$ cat config.mk
export PLATFORM = sky130hd
export DESIGN_NAME = mshr_replay_sched
export DESIGN_NICKNAME = d
export VERILOG_FILES = /design/src/rtl/mem_pkg.sv /design/src/rtl/rr_pick.sv /design/src/rtl/mshr_replay_sched.sv
export SDC_FILE = /design/constraint.sdc
export NUM_CORES = 1
export LEC_CHECK = 0
export BUFFER_PORTS_ARGS = -buffer_cell sky130_fd_sc_hd__buf_4
export CORE_UTILIZATION = 50
export DETAILED_ROUTE_END_ITERATION = 6
export GPL_ROUTABILITY_DRIVEN = 1
export PLACE_DENSITY_LB_ADDON = 0.15
export REMOVE_ABC_BUFFERS = 1
export SYNTH_ARGS = -nofsm -noshare
export SYNTH_HDL_FRONTEND = slang
export SYNTH_SLANG_ARGS = --single-unit
export TNS_END_PERCENT = 10
$ cat constraint.sdc
create_clock -name clk -period 11.53 [get_ports clk]
set_clock_uncertainty 0.2 [all_clocks]
set_input_delay 1.7295 -clock clk [delete_from_list [all_inputs] [get_ports clk]]
set_output_delay 1.7295 -clock clk [all_outputs]
set_load 0.02 [all_outputs]
$ cat src/rtl/mem_pkg.sv
// Shared memory-subsystem definitions used by the MSHR FIFO, the memory
// pipeline and the replay scheduler.
//   WARP_W / SCB_W / ADDR_W : field widths of an MSHR retire record
//   replay_state_e          : replay scheduler FSM state encoding
package mem_pkg;

  localparam int unsigned WARP_W = 3;
  localparam int unsigned SCB_W  = 2;
  localparam int unsigned ADDR_W = 27;

  typedef enum logic {
    IDLE  = 1'b0,
    OFFER = 1'b1
  } replay_state_e;

endpackage

$ cat src/rtl/rr_pick.sv
// Combinational round-robin first-set-bit finder.
//   i_req   : request mask, one bit per warp
//   i_start : scan start index; scan wraps NUM_WARPS-1 -> 0
//   o_grant : first requesting index at or after i_start
//   o_any   : at least one request bit set
module rr_pick
  import mem_pkg::*;
#(
  parameter int unsigned NUM_WARPS = 8,
  parameter int unsigned WARP_W    = mem_pkg::WARP_W
) (
  input  logic [NUM_WARPS-1:0] i_req,
  input  logic [WARP_W-1:0]    i_start,
  output logic [WARP_W-1:0]    o_grant,
  output logic                 o_any
);

  int unsigned w_idx;

  // Cyclic scan from i_start; the first hit is kept.
  always_comb begin
    o_grant = '0;
    o_any   = 1'b0;
    w_idx   = 0;
    for (int unsigned k = 0; k < NUM_WARPS; k++) begin
      w_idx = (32'(i_start) + k) % NUM_WARPS;
      if (!o_any && i_req[WARP_W'(w_idx)]) begin
        o_grant = WARP_W'(w_idx);
        o_any   = 1'b1;
      end
    end
  end

endmodule

$ cat src/rtl/mshr_replay_sched.sv
// Replay scheduler between the MSHR negative-feedback port and the memory
// pipeline issue port. Each MSHR retire parks in a per-warp replay slot
// (warp marked stalled); slots are offered one at a time, round-robin,
// over a valid/ready handshake. New grants are blocked while the MSHR is
// near full.
//   clk, resetb        : clock, synchronous active-low reset
//   fb_*               : MSHR retire record (valid, scbID, warpID, addr)
//   mshr_throttle      : MSHR almost-full, blocks new grants in IDLE
//   replay_valid/ready : handshake to the memory pipeline
//   replay_*           : offered payload, stable while replay_valid
//   pending_mask       : per-warp slot occupied (warp stall)
//   overflow           : sticky, a retire hit an occupied slot and was lost
module mshr_replay_sched
  import mem_pkg::*;
#(
  parameter int unsigned NUM_WARPS = 8,
  parameter int unsigned WARP_W    = mem_pkg::WARP_W,
  parameter int unsigned SCB_W     = mem_pkg::SCB_W,
  parameter int unsigned ADDR_W    = mem_pkg::ADDR_W
) (
  input  logic                 clk,
  input  logic                 resetb,
  input  logic                 fb_valid,
  input  logic [SCB_W-1:0]     fb_scbID,
  input  logic [WARP_W-1:0]    fb_warpID,
  input  logic [ADDR_W-1:0]    fb_addr,
  input  logic                 mshr_throttle,
  output logic                 replay_valid,
  input  logic                 replay_ready,
  output logic [SCB_W-1:0]     replay_scbID,
  output logic [WARP_W-1:0]    replay_warpID,
  output logic [ADDR_W-1:0]    replay_addr,
  output logic [NUM_WARPS-1:0] pending_mask,
  output logic                 overflow
);

  replay_state_e        r_state;
  logic [WARP_W-1:0]    r_rr_ptr;
  logic [NUM_WARPS-1:0] r_pending;
  logic [SCB_W-1:0]     r_scb  [NUM_WARPS];
  logic [ADDR_W-1:0]    r_addr [NUM_WARPS];

  logic [WARP_W-1:0]    w_pick;
  logic                 w_any;
  logic                 w_accept;
  logic                 w_fb_drop;
  logic                 w_fb_load;

  rr_pick #(
    .NUM_WARPS (NUM_WARPS),
    .WARP_W    (WARP_W)
  ) u_rr_pick (
    .i_req   (r_pending),
    .i_start (r_rr_ptr),
    .o_grant (w_pick),
    .o_any   (w_any)
  );

  // replay_warpID doubles as the latched grant while in OFFER.
  assign w_accept  = (r_state == OFFER) && replay_ready;
  // An occupied slot only accepts a new retire in the cycle it is being drained.
  assign w_fb_drop = fb_valid && r_pending[fb_warpID] &&
                     !(w_accept && (fb_warpID == replay_warpID));
  assign w_fb_load = fb_valid && !w_fb_drop;

  assign pending_mask = r_pending;

  // Slot payload storage; contents are don't-care while the pending bit is 0.
  always_ff @(posedge clk) begin
    if (w_fb_load) begin
      r_scb[fb_warpID]  <= fb_scbID;
      r_addr[fb_warpID] <= fb_addr;
    end
  end

  // Grant/offer FSM, pending bits and sticky overflow.
  always_ff @(posedge clk) begin
    if (!resetb) begin
      r_state      <= IDLE;
      r_rr_ptr     <= '0;
      r_pending    <= '0;
      replay_valid <= 1'b0;
      overflow     <= 1'b0;
    end else begin
      case (r_state)
        IDLE: begin
          if (w_any && !mshr_throttle) begin
            replay_valid  <= 1'b1;
            replay_warpID <= w_pick;
            replay_scbID  <= r_scb[w_pick];
            replay_addr   <= r_addr[w_pick];
            r_state       <= OFFER;
          end
        end
        OFFER: begin
          if (replay_ready) begin
            r_pending[replay_warpID] <= 1'b0;
            r_rr_ptr <= (replay_warpID == WARP_W'(NUM_WARPS - 1)) ?
                        '0 : replay_warpID + WARP_W'(1);
            replay_valid <= 1'b0;
            r_state      <= IDLE;
          end
        end
        default: r_state <= IDLE;
      endcase
      // Placed after the clear so a same-slot load in the accept cycle wins.
      if (w_fb_load) begin
        r_pending[fb_warpID] <= 1'b1;
      end
      if (w_fb_drop) begin
        overflow <= 1'b1;
      end
    end
  end

endmodule

==> results by group, run 1 <==
Status
  – Outcome: completed

Clock tree
  – Worst-path clk slew: 60 ps
  – Post-CTS Hold Buffers: 0
  – Worst-Skew Late Latency: 540 ps
  – CTS tree: done
  – Resized cells post-CTS: 0
  – CTS max path bufs: 3
  – CTS Buf Count: 29
  – Post-CTS setup buffers: 0
  – CTS root buffer: clkbuf_16
  – H-tree lvl count: 1
  – Sinks on Clock Net: 278

Synthesis
  – Simple-gate share of the synthesized area: 0.0688
  – Synth Cell Area: 12,600 um^2
  – Yosys reg bits: 278
  – Post-synth top area cell: edfxtp_1
  – Top post-synthesis cells by area: edfxtp_1, o32ai_1, a21boi_0
  – Post-synth top area share: 0.630
  – Synth cell count leaders: edfxtp_1, a21boi_0, o32ai_1, nand2_1, and3_1
  – Sequential area share after synthesis: 0.652
  – Most used DFF post-synth: edfxtp_1
  – Adder-Cell Fraction of Synth Area: 0.00398
  – Cell count after synthesis: 886
  – Most frequent cell after synthesis: edfxtp_1
  – Largest family of logic cells by synthesized area: compound AO/OA/AOI/OAI gates
  – Synth Area in Compound Gates: 0.182
  – FFs w/ async S/R, synth: 0
  – Synth Area per Inst: 14.2 um^2
  – Xor-xnor portion of the synthesized cell area: 0.00418
  – Synth cell types: 47
  – Mux contribution to synthesized area: 0.0554
  – Synthesis warning total: 0
  – Post-synth EDFFs: 264

Timing
  – Min cycle time layout: 5570 ps
  – Final worst-path cycle share: 0.483
  – Fin Hold WS: 271 ps
  – Final Setup Violations: 0
  – RSZ-0062 raised after global routing: false
  – Final slew viol count: 0
  – Max Freq: 0.180 GHz
  – Final Hold Fails: 0
  – Tightest Pin Transition: 1120 ps
  – Relative slew slack: 0.250
  – Total negative slack: 0 ps

Die
  – Io pins: 79
  – Die height: 161 um
  – Core box area: 24,500 um^2
  – Starting Density: 0.513
  – Total die area: 25,800 um^2
  – Die width: 161 um
  – Num rows: 57

Detailed routing
  – Initial DRT Pass Iterations: 5
  – DR vias/cell: 6.28
  – DR WL/cell: 23.2 um
  – Iteration-0 DRC Markers: 652
  – Routed WL: 29,500 um
  – Residual DRC count: 0
  – Vias: 7,975
  – Routed Antenna Nets: 0

Global route
  – Vias in the first global route: 8,002
  – Total GRT Usage: 0.230
  – Largest net degree at the start of global routing: 127
  – Initial antenna violation count: 0
  – First-pass GRT wire length: 45,600 um
  – Grt total ovfl: 0

Cells and area
  – Final core occ: 0.586
  – Post-route cell area: 14,400 um^2
  – Layout cell share with drive strength beyond 1: 0.196
  – Nets: 966
  – Ant. Diodes: 0
  – Area grow syn2layout: 14.2%
  – Fill cell count: 1,948

Placed design
  – Final HPWL DP: 15,200 um
  – # port buffers: 78
  – Cell Area, Placed: 13,400 um^2
  – Global placer's final weighted congestion: 0.835

Min path
  – Hold Crit Class: flip-flop to flip-flop

Worst setup path
  – Critical Path Slowest Stage Cell: dfxtp_1
  – Startpoint Class: flip-flop
  – CP Buf/Inv Count: 3
  – Worst Path Required: 11,710 ps
  – Crit path kind: flip-flop to flip-flop
  – CP most frequent cell: buf_4
  – Critical Path End Type: flip-flop
  – Crit-path cells: mux4_2, nand2_2, buf_4, a21boi_1, mux2_1, a32oi_4, buf_4, or2_2, buf_4, o32ai_1, mux2i_1
  – Critical Path AT: 5740 ps
  – Crit-path max FO: 60
  – Max incr delay on CP: 790 ps
  – Top cell family by delay on the critical path: buffers and inverters

Pwr
  – Pwr/cell area: 172 nW/um^2
  – Worst vdd ir: 124 uV
  – Leak Pwr: 5.05 nW

Run
  – Max-Cap Viols: 0
path summary, 6_finish.rpt:
path / cells after the start / to / slack, ps / start
worst max-delay path: 11 / replay_addr[10] / 5960 / r_rr_ptr[0]
worst min-delay path: 1 / overflow / 270 / overflow
worst max register to register: 11 / replay_addr[10] / 5960 / r_rr_ptr[0]
worst min register to register: 1 / overflow / 270 / overflow
sequential cells by signal, summed over array words and instances (netlist names):
signal         flops
r_rr_ptr           3
replay_warpID      3
replay_addr       27
r_state            1
r_addr           216
replay_scbID       2
overflow           1
pending_mask       8
replay_valid       1
r_scb             16
logic make-up after synthesis:
family / count (synthesis)
AO/OA/AOI/OAI: 277
buffers and inverters: 96
adder cells (fa/ha/maj): 4
multiplexers: 53
flip-flops: 278
AND/OR/NAND/NOR: 172
XOR/XNOR: 6
per-stage QoR:
step | power, W | worst slack, ps | instances
2_1_floorplan | 0.00143 | 4340 | 799
3_3_place_gp | 0.00154 | 6220 | 1218
3_5_place_dp | 0.00156 | 5990 | 1218
4_1_cts | 0.00249 | 5990 | 1269
5_1_grt | 0.00256 | 5730 | 1269
6_report | 0.00247 | 5960 | 1269
layout make-up:
cell class                      count  area, um^2  share of cell area
Sequential cell                   278        8210               0.571
Multi-Input combinational cell    512        4060               0.283
Clock buffer                       33         741              0.0515
Timing Repair Buffer               95         713              0.0496
Tap cell                          324         405              0.0282
Clock inverter                     18         211              0.0147
Inverter                            9        33.8             0.00235
power breakdown:
group	leakage, nW	total, W	switching, W	internal, W
combinational	2.07	0.000370	0.000224	0.000146
clock	0.468	0.000934	0.000366	0.000568
sequential	2.51	0.00117	0.0000147	0.00115
total	5.05	0.00247	0.000605	0.00187
placed cells by master, fill, tap and decap left out, types with 3 or more instances in the layout:
master / count
xor2_1: 6
ha_1: 4
nor3_1: 3
o32ai_2: 10
nor2_1: 4
a21boi_0: 106
mux4_2: 12
buf_4: 95
o21ai_0: 6
a21oi_1: 7
dfxtp_1: 14
o21a_1: 12
nor3_2: 3
clkbuf_16: 29
clkinv_1: 5
a21boi_1: 14
nand2_1: 69
nor2_4: 6
mux2i_1: 37
bufinv_16: 5
edfxtp_1: 264
and2_1: 3
nand2b_1: 6
o32ai_1: 106
nor2b_1: 3
clkbuf_1: 4
and3_1: 60
inv_1: 9
nand3_1: 4
or2_2: 3
clkinv_2: 7
per-layer routing:
layer  global-route usage  vias up  part of all wire
met5                    0        -                 0
met4               0.0693        0             0.021
met2                0.389      264              0.49
met1                0.306     4028              0.42
met3               0.0362       42             0.061
li1                     -     3641                 -
Power figures use the tool's default switching activity.
==> inputs of run 2 (changes only) <==
- ABC_AREA: default -> 1
- clock period: 11.53 -> 5.5 ns (I/O delays scaled with it)
==> results by group, run 2 <==
Cells and area
  – Nets: 1,097 (+14%)
  – Register Area: 8210 um^2 (unchanged)
  – Fill cell count: 1,864 (-4.3%)
  – Largest Register: r_addr
  – Biggest regs: r_addr (216), replay_addr (27), r_scb (16)
  – Commonest non-fill, non-tap cell in the layout: nand3_1
  – Max FFs per register: 216 (unchanged)
  – Multi-input logic area: 2970 um^2 (-27%)
  – Most frequent cells in the layout: nand3_1, edfxtp_1, nand2_1, buf_4, inv_1
  – Finished Layout Cells: 1,389 (+9.5%)
  – Area grow syn2layout: 14.1% (about the same)
  – Ant. Diodes: 0 (unchanged)
  – Layout cell share with drive strength beyond 1: 0.139 (-0.0564)
  – Final core occ: 0.585 (-0.00131)

Worst setup path
  – Critical Path Source: r_rr_ptr[0]
  – Worst r2r src: r_rr_ptr[0]
  – End point of the critical path: replay_addr[6]
  – Startpoint Class: flip-flop
  – Critical Path End Type: flip-flop
  – Max incr delay on CP: 790 ps (about the same)
  – Worst Path Required: 5710 ps (-6000 ps)
  – CP most frequent cell: nand3_1
  – Critical Path Slowest Stage Cell: buf_4
  – Crit-path cells: inv_2, ha_1, clkinv_1, nand3_1, nand3_1, nand2_1, nor2_4, nand4_4, nor2_4, nand2_1, nand3b_1, buf_4, buf_4, nand3_1, nand3_1, nand3_1, nand2_1
  – Critical Path AT: 4650 ps (-1090 ps)
  – Worst R2R End: replay_addr[6]
  – Crit-path max FO: 81 (+35%)
  – Crit path kind: flip-flop to flip-flop
  – FF-to-FF path depth: 17 (+6)
  – Reg2reg setup slack: 1060 ps (-4900 ps)

Die
  – Die width: 155 um (-3.7%)
  – Io pins: 79 (unchanged)
  – Die height: 155 um (-3.7%)
  – Starting Density: 0.512 (-0.000728)
  – Total die area: 24,000 um^2 (-7.2%)
  – Num rows: 55 (-3.5%)
  – Core box area: 22,800 um^2 (-7.2%)

Clock tree
  – Resized cells post-CTS: 0 (unchanged)
  – CTS Buf Count: 29 (unchanged)
  – Worst-Skew Late Latency: 550 ps (about the same)
  – Worst-path clk slew: 70 ps (about the same)
  – CTS tree: done
  – Sinks on Clock Net: 278 (unchanged)
  – CTS max path bufs: 3 (unchanged)
  – Post-CTS Hold Buffers: 0 (unchanged)
  – H-tree lvl count: 1 (unchanged)
  – Post-CTS setup buffers: 0 (unchanged)
  – CTS root buffer: clkbuf_16

Detailed routing
  – Vias: 7,767 (-2.6%)
  – Routed WL: 26,500 um (-10%)
  – Residual DRC count: 0 (unchanged)
  – Routed Antenna Nets: 0 (unchanged)
  – DR WL/cell: 19.1 um (-18%)
  – Iteration-0 DRC Markers: 700 (+7.4%)
  – DR vias/cell: 5.59 (-11%)
  – Initial DRT Pass Iterations: 5 (unchanged)

Timing
  – Final worst-path cycle share: 0.807 (+0.324)
  – Min cycle time layout: 4440 ps (-1130 ps)
  – Relative slew slack: 0.255 (+0.00469)
  – Max Freq: 0.225 GHz (+25%)
  – Final Hold Fails: 0 (unchanged)
  – RSZ-0062 raised after global routing: false
  – Tightest Pin Transition: 1120 ps (-4.38 ps)
  – Total negative slack: 0 ps (unchanged)
  – Final slew viol count: 0 (unchanged)
  – Final Setup Violations: 0 (unchanged)

Global route
  – First-pass GRT wire length: 42,200 um (-7.3%)
  – Initial antenna violation count: 0 (unchanged)
  – Grt total ovfl: 0 (unchanged)
  – GR peak layer: met2
  – Grt met1 use: 0.332 (+0.0261)
  – GR Util met2: 0.371 (-0.0175)
  – Largest net degree at the start of global routing: 102 (-20%)
  – Vias in the first global route: 7,449 (-6.9%)
  – Total GRT Usage: 0.230 (+0.000682)
  – Met3 usage: 0.0266 (-0.00954)

Synthesis
  – FFs w/ async S/R, synth: 0 (unchanged)
  – Cell count after synthesis: 987 (+11%)
  – Synth Area per Inst: 11.8 um^2 (-17%)
  – Sequential area share after synthesis: 0.703 (+0.0513)
  – Synthesis warning total: 0 (unchanged)
  – Synth Cell Area: 11,700 um^2 (-7.3%)
  – Most frequent cell after synthesis: nand3_1
  – Yosys reg bits: 278 (unchanged)
  – Most used DFF post-synth: edfxtp_1
  – Synth cell count leaders: nand3_1, edfxtp_1, nand2_1, buf_2, inv_1
  – Post-synth EDFFs: 264 (unchanged)
  – Post-synth top area cell: edfxtp_1
  – Post-synth top area share: 0.679 (+0.0495)
  – Top post-synthesis cells by area: edfxtp_1, nand3_1, nand2_1
  – Synth cell types: 41 (-13%)

Status
  – Outcome: completed

Placed design
  – Final HPWL DP: 14,600 um (-4.3%)
  – # port buffers: 78 (unchanged)
  – Cells after DPL: 1,338 (+9.9%)
  – Global placer's final weighted congestion: 0.968 (+16%)

Pwr
  – Pwr/cell area: 640 nW/um^2 (+270%)
  – Worst vdd ir: 559 uV (+350%)
  – Leak Pwr: 4.96 nW (-1.7%)

Run
  – Max-Cap Viols: 0 (unchanged)

Min path
  – Hold Crit Class: flip-flop to flip-flop
==> run 2: changes by cell type in the layout (fill, tap and decap cells not counted), sizes merged, moves of 5 or more <==
cell,change
a21boi,-118
a21oi,+5
and3,-60
buf,+5
inv,+27
mux2i,-38
mux4,-12
nand2,+137
nand2b,-6
nand3,+321
o21a,-12
o21ai,+7
o32ai,-116
xor2,-5
==> run 2: metal layers <==
metal	part of all wire	up-vias
met2	0.47	215
met4	0.018	0
li1	-	3708
met1	0.46	3811
met5	0	-
met3	0.050	33
==> run 2: cell type report <==
class | count | area share
Clock buffer | 35 | 0.0562
Tap cell | 313 | 0.0294
Sequential cell | 278 | 0.616
Inverter | 35 | 0.00986
Timing Repair Buffer | 100 | 0.0573
Clock inverter | 16 | 0.00761
Multi-Input combinational cell | 612 | 0.223
==> run 2: kinds of logic (layout without fill, tap and decap cells) <==
logic type | count (synthesis) | after routing | share of synthesized area
buffers and inverters | 97 | 186 | 0.0434
AND/OR/NAND/NOR | 563 | 563 | 0.223
XOR/XNOR | 5 | 5 | 0.00504
AO/OA/AOI/OAI | 40 | 40 | 0.0206
adder cells (fa/ha/maj) | 4 | 4 | 0.00429
flip-flops | 278 | 278 | 0.703
==> run 2: worst min-delay path by stage <==
stage / from / endpoint / cells past startpoint
after floorplan: r_state / r_state / 2
after global placement: overflow / overflow / 2
after detailed placement: replay_valid / replay_valid / 2
after CTS: replay_ready / r_state / 2
after global routing: replay_ready / r_state / 2
final: replay_valid / replay_valid / 2
==> run 2: through the flow <==
step	instance area [um^2]	total power, W	hold slack, ps	setup WS [ps]
finish	13300	0.00852	275	1060
global route	13300	0.00918	292	640
CTS	13300	0.00860	272	1060
detailed placement	12500	0.00683	268	1100
global placement	12500	0.00679	256	1220
floorplan	11300	0.00551	302	-710
==> run 2: worst max-delay path, delay by kind of cell, from the launching register on <==
kind          cells  cell delay (ps)
simple gates     12             1510
buf+inv           4             1510
flops             1              550
fa+ha+maj         1              430
==> run 2: power breakdown <==
part / total [W] / internal (W) / switching [W]
clock network: 0.00177 / 0.00101 / 0.000761
logic: 0.00400 / 0.00126 / 0.00275
registers: 0.00275 / 0.00266 / 0.0000856
total: 0.00852 / 0.00493 / 0.00359
==> inputs of run 3 (changes only) <==
- ABC_AREA: 1 -> 0
- clock period: 5.5 -> 3.7 ns (I/O delays scaled with it)
==> results by group, run 3 (synthesis results as in run 1) <==
Worst setup path
  – Crit path kind: flip-flop to flip-flop
  – Worst Path Required: 3780 ps (-1930 ps)
  – Crit-path max FO: 44 (-46%)
  – Crit-path cells: inv_1, ha_1, buf_4, mux4_2, nand2b_1, a21oi_1, nor4_1, buf_4, or3_4, buf_12, and3_1, o32ai_1, mux2i_1
  – CP Buf/Inv Count: 4 (unchanged)
  – Critical Path Slowest Stage Cell: or3_4
  – Top cell family by delay on the critical path: simple AND/OR/NAND/NOR gates
  – CP most frequent cell: buf_4
  – Max incr delay on CP: 490 ps (-300 ps)
  – Critical Path AT: 3670 ps (-980 ps)
  – Critical Path End Type: flip-flop
  – Startpoint Class: flip-flop

Global route
  – Grt total ovfl: 0 (unchanged)
  – First-pass GRT wire length: 47,200 um (+12%)
  – Vias in the first global route: 8,300 (+11%)
  – Initial antenna violation count: 0 (unchanged)
  – Largest net degree at the start of global routing: 65 (-36%)
  – Total GRT Usage: 0.238 (+0.00780)

Cells and area
  – Nets: 987 (-10%)
  – Biggest regs: r_addr (216), replay_addr (27), r_scb (16)
  – Finished Layout Cells: 1,292 (-7.0%)
  – Final core occ: 0.602 (+0.0178)
  – Commonest non-fill, non-tap cell in the layout: edfxtp_1
  – Largest Register: r_addr
  – Area grow syn2layout: 17.4%
  – Layout cell share with drive strength beyond 1: 0.214 (+0.0744)
  – Ant. Diodes: 0 (unchanged)
  – Fill cell count: 1,844 (-1.1%)
  – Most frequent cells in the layout: edfxtp_1, a21boi_0, o32ai_1, buf_4, nand2_1
  – Max FFs per register: 216 (unchanged)

Timing
  – Relative slew slack: 0.505 (+0.250)
  – Tightest Pin Transition: 742 ps (-375 ps)
  – Setup ws final: 112 ps (-951 ps)
  – Total negative slack: 0 ps (unchanged)
  – RSZ-0062 raised after global routing: true
  – Final worst-path cycle share: 0.970 (+0.163)
  – Min cycle time layout: 3590 ps (-849 ps)
  – Final Setup Violations: 0 (unchanged)
  – Final slew viol count: 0 (unchanged)
  – Final Hold Fails: 0 (unchanged)
  – Max Freq: 0.279 GHz (+24%)

Placed design
  – Global placer's final weighted congestion: 0.869 (-10%)
  – # port buffers: 78 (unchanged)
  – Pre-CTS WS: 84.1 ps (-1010 ps)
  – Cells after DPL: 1,236 (-7.6%)
  – Final HPWL DP: 16,000 um (+9.6%)

Detailed routing
  – Initial DRT Pass Iterations: 5 (unchanged)
  – DR WL/cell: 23.8 um (+25%)
  – Residual DRC count: 0 (unchanged)
  – Vias: 8,153 (+5.0%)
  – Routed WL: 30,800 um (+16%)
  – DR vias/cell: 6.31 (+13%)
  – Iteration-0 DRC Markers: 835 (+19%)
  – Routed Antenna Nets: 0 (unchanged)

Clock tree
  – Worst-Skew Late Latency: 540 ps (about the same)
  – Sinks on Clock Net: 278 (unchanged)
  – CTS tree: done
  – Worst-path clk slew: 60 ps (about the same)
  – CTS max path bufs: 3 (unchanged)
  – Post-CTS Hold Buffers: 0 (unchanged)
  – CTS root buffer: clkbuf_16
  – CTS Buf Count: 29 (unchanged)
  – H-tree lvl count: 1 (unchanged)

Pwr
  – Leak Pwr: 5.21 nW (+5.1%)
  – Pwr/cell area: 514 nW/um^2 (-20%)
  – Worst vdd ir: 385 uV (-31%)

Die
  – Num rows: 57 (+3.6%)
  – Core box area: 24,500 um^2 (+7.7%)
  – Die height: 161 um (+3.8%)
  – Starting Density: 0.513 (+0.000728)
  – Die width: 161 um (+3.8%)
  – Total die area: 25,800 um^2 (+7.8%)
  – Io pins: 79 (unchanged)

Run
  – Max-Cap Viols: 0 (unchanged)

Status
  – Outcome: completed

Min path
  – Hold Crit Class: input port to flip-flop
[run 3: changes by cell type in the layout (fill, tap and decap cells not counted), sizes merged, moves of 6 or more]
cell / previous run / this run
mux4: 0 / 12
buf: 100 / 114
nand2: 207 / 70
and3: 0 / 60
inv: 36 / 11
nand3: 325 / 4
mux2i: 0 / 38
o32ai: 0 / 116
nand2b: 0 / 6
o21a: 1 / 13
o21ai: 13 / 6
a21boi: 2 / 120
[run 3: area by class of cell]
type / count / area [um^2] / area share
clock buffers: 36 / 752 / 0.0509
inverters: 9 / 33.8 / 0.00229
clock inverters: 17 / 138 / 0.00931
flip-flops and latches: 278 / 8210 / 0.555
well taps: 324 / 405 / 0.0274
multi-input cells: 513 / 4090 / 0.277
repair buffers: 115 / 1150 / 0.0780
[run 3: final timing paths]
check | from | end | slack [ps] | cells after the start
setup / recovery | r_rr_ptr[1] | replay_scbID[1] | 110 | 13
hold / removal | fb_addr[11] | r_addr[7][11] | 50 | 1
hold reg to reg | overflow | overflow | 290 | 1
setup reg to reg | r_rr_ptr[1] | replay_scbID[1] | 110 | 13
[run 3: metal layers]
metal / vias to the layer above / share of wire / GRT usage
li1: 3685 / - / -
met1: 4077 / 0.41 / 0.313
met2: 327 / 0.49 / 0.394
met3: 64 / 0.066 / 0.0377
met4: 0 / 0.034 / 0.101
met5: - / 0 / 0
[run 3: worst reg2reg max path, delay by kind of cell, from the launching register on]
| kind | cells | cell delay (ps) |
|---|---|---|
| adder cells (fa/ha/maj) | 1 | 330 |
| AO/OA/AOI/OAI | 2 | 470 |
| buffers and inverters | 4 | 610 |
| AND/OR/NAND/NOR | 4 | 940 |
| flip-flops | 1 | 330 |
| multiplexers | 2 | 460 |
[run 3: metrics by stage]
| stage | hold slack [ps] | power (W) | instance area [um^2] |
|---|---|---|---|
| 6_report | 45.8 | 0.00760 | 14800 |
| 5_1_grt | 30.7 | 0.00788 | 14800 |
| 4_1_cts | 28.9 | 0.00764 | 14700 |
| 3_5_place_dp | 278 | 0.00494 | 13800 |
| 3_3_place_gp | 253 | 0.00489 | 13800 |
| 2_1_floorplan | 316 | 0.00445 | 12200 |
[run 3: timing repair]
action / CTS / global route
gates resized for setup: 0 / 8
buffers inserted: 0 / 1
setup endpoints to repair: 0 / 28
[run 3: power breakdown]
group          switching (W)  internal, W
Combinational       0.000723     0.000532
Clock                0.00113      0.00158
Sequential         0.0000428      0.00359
Total                0.00190      0.00570
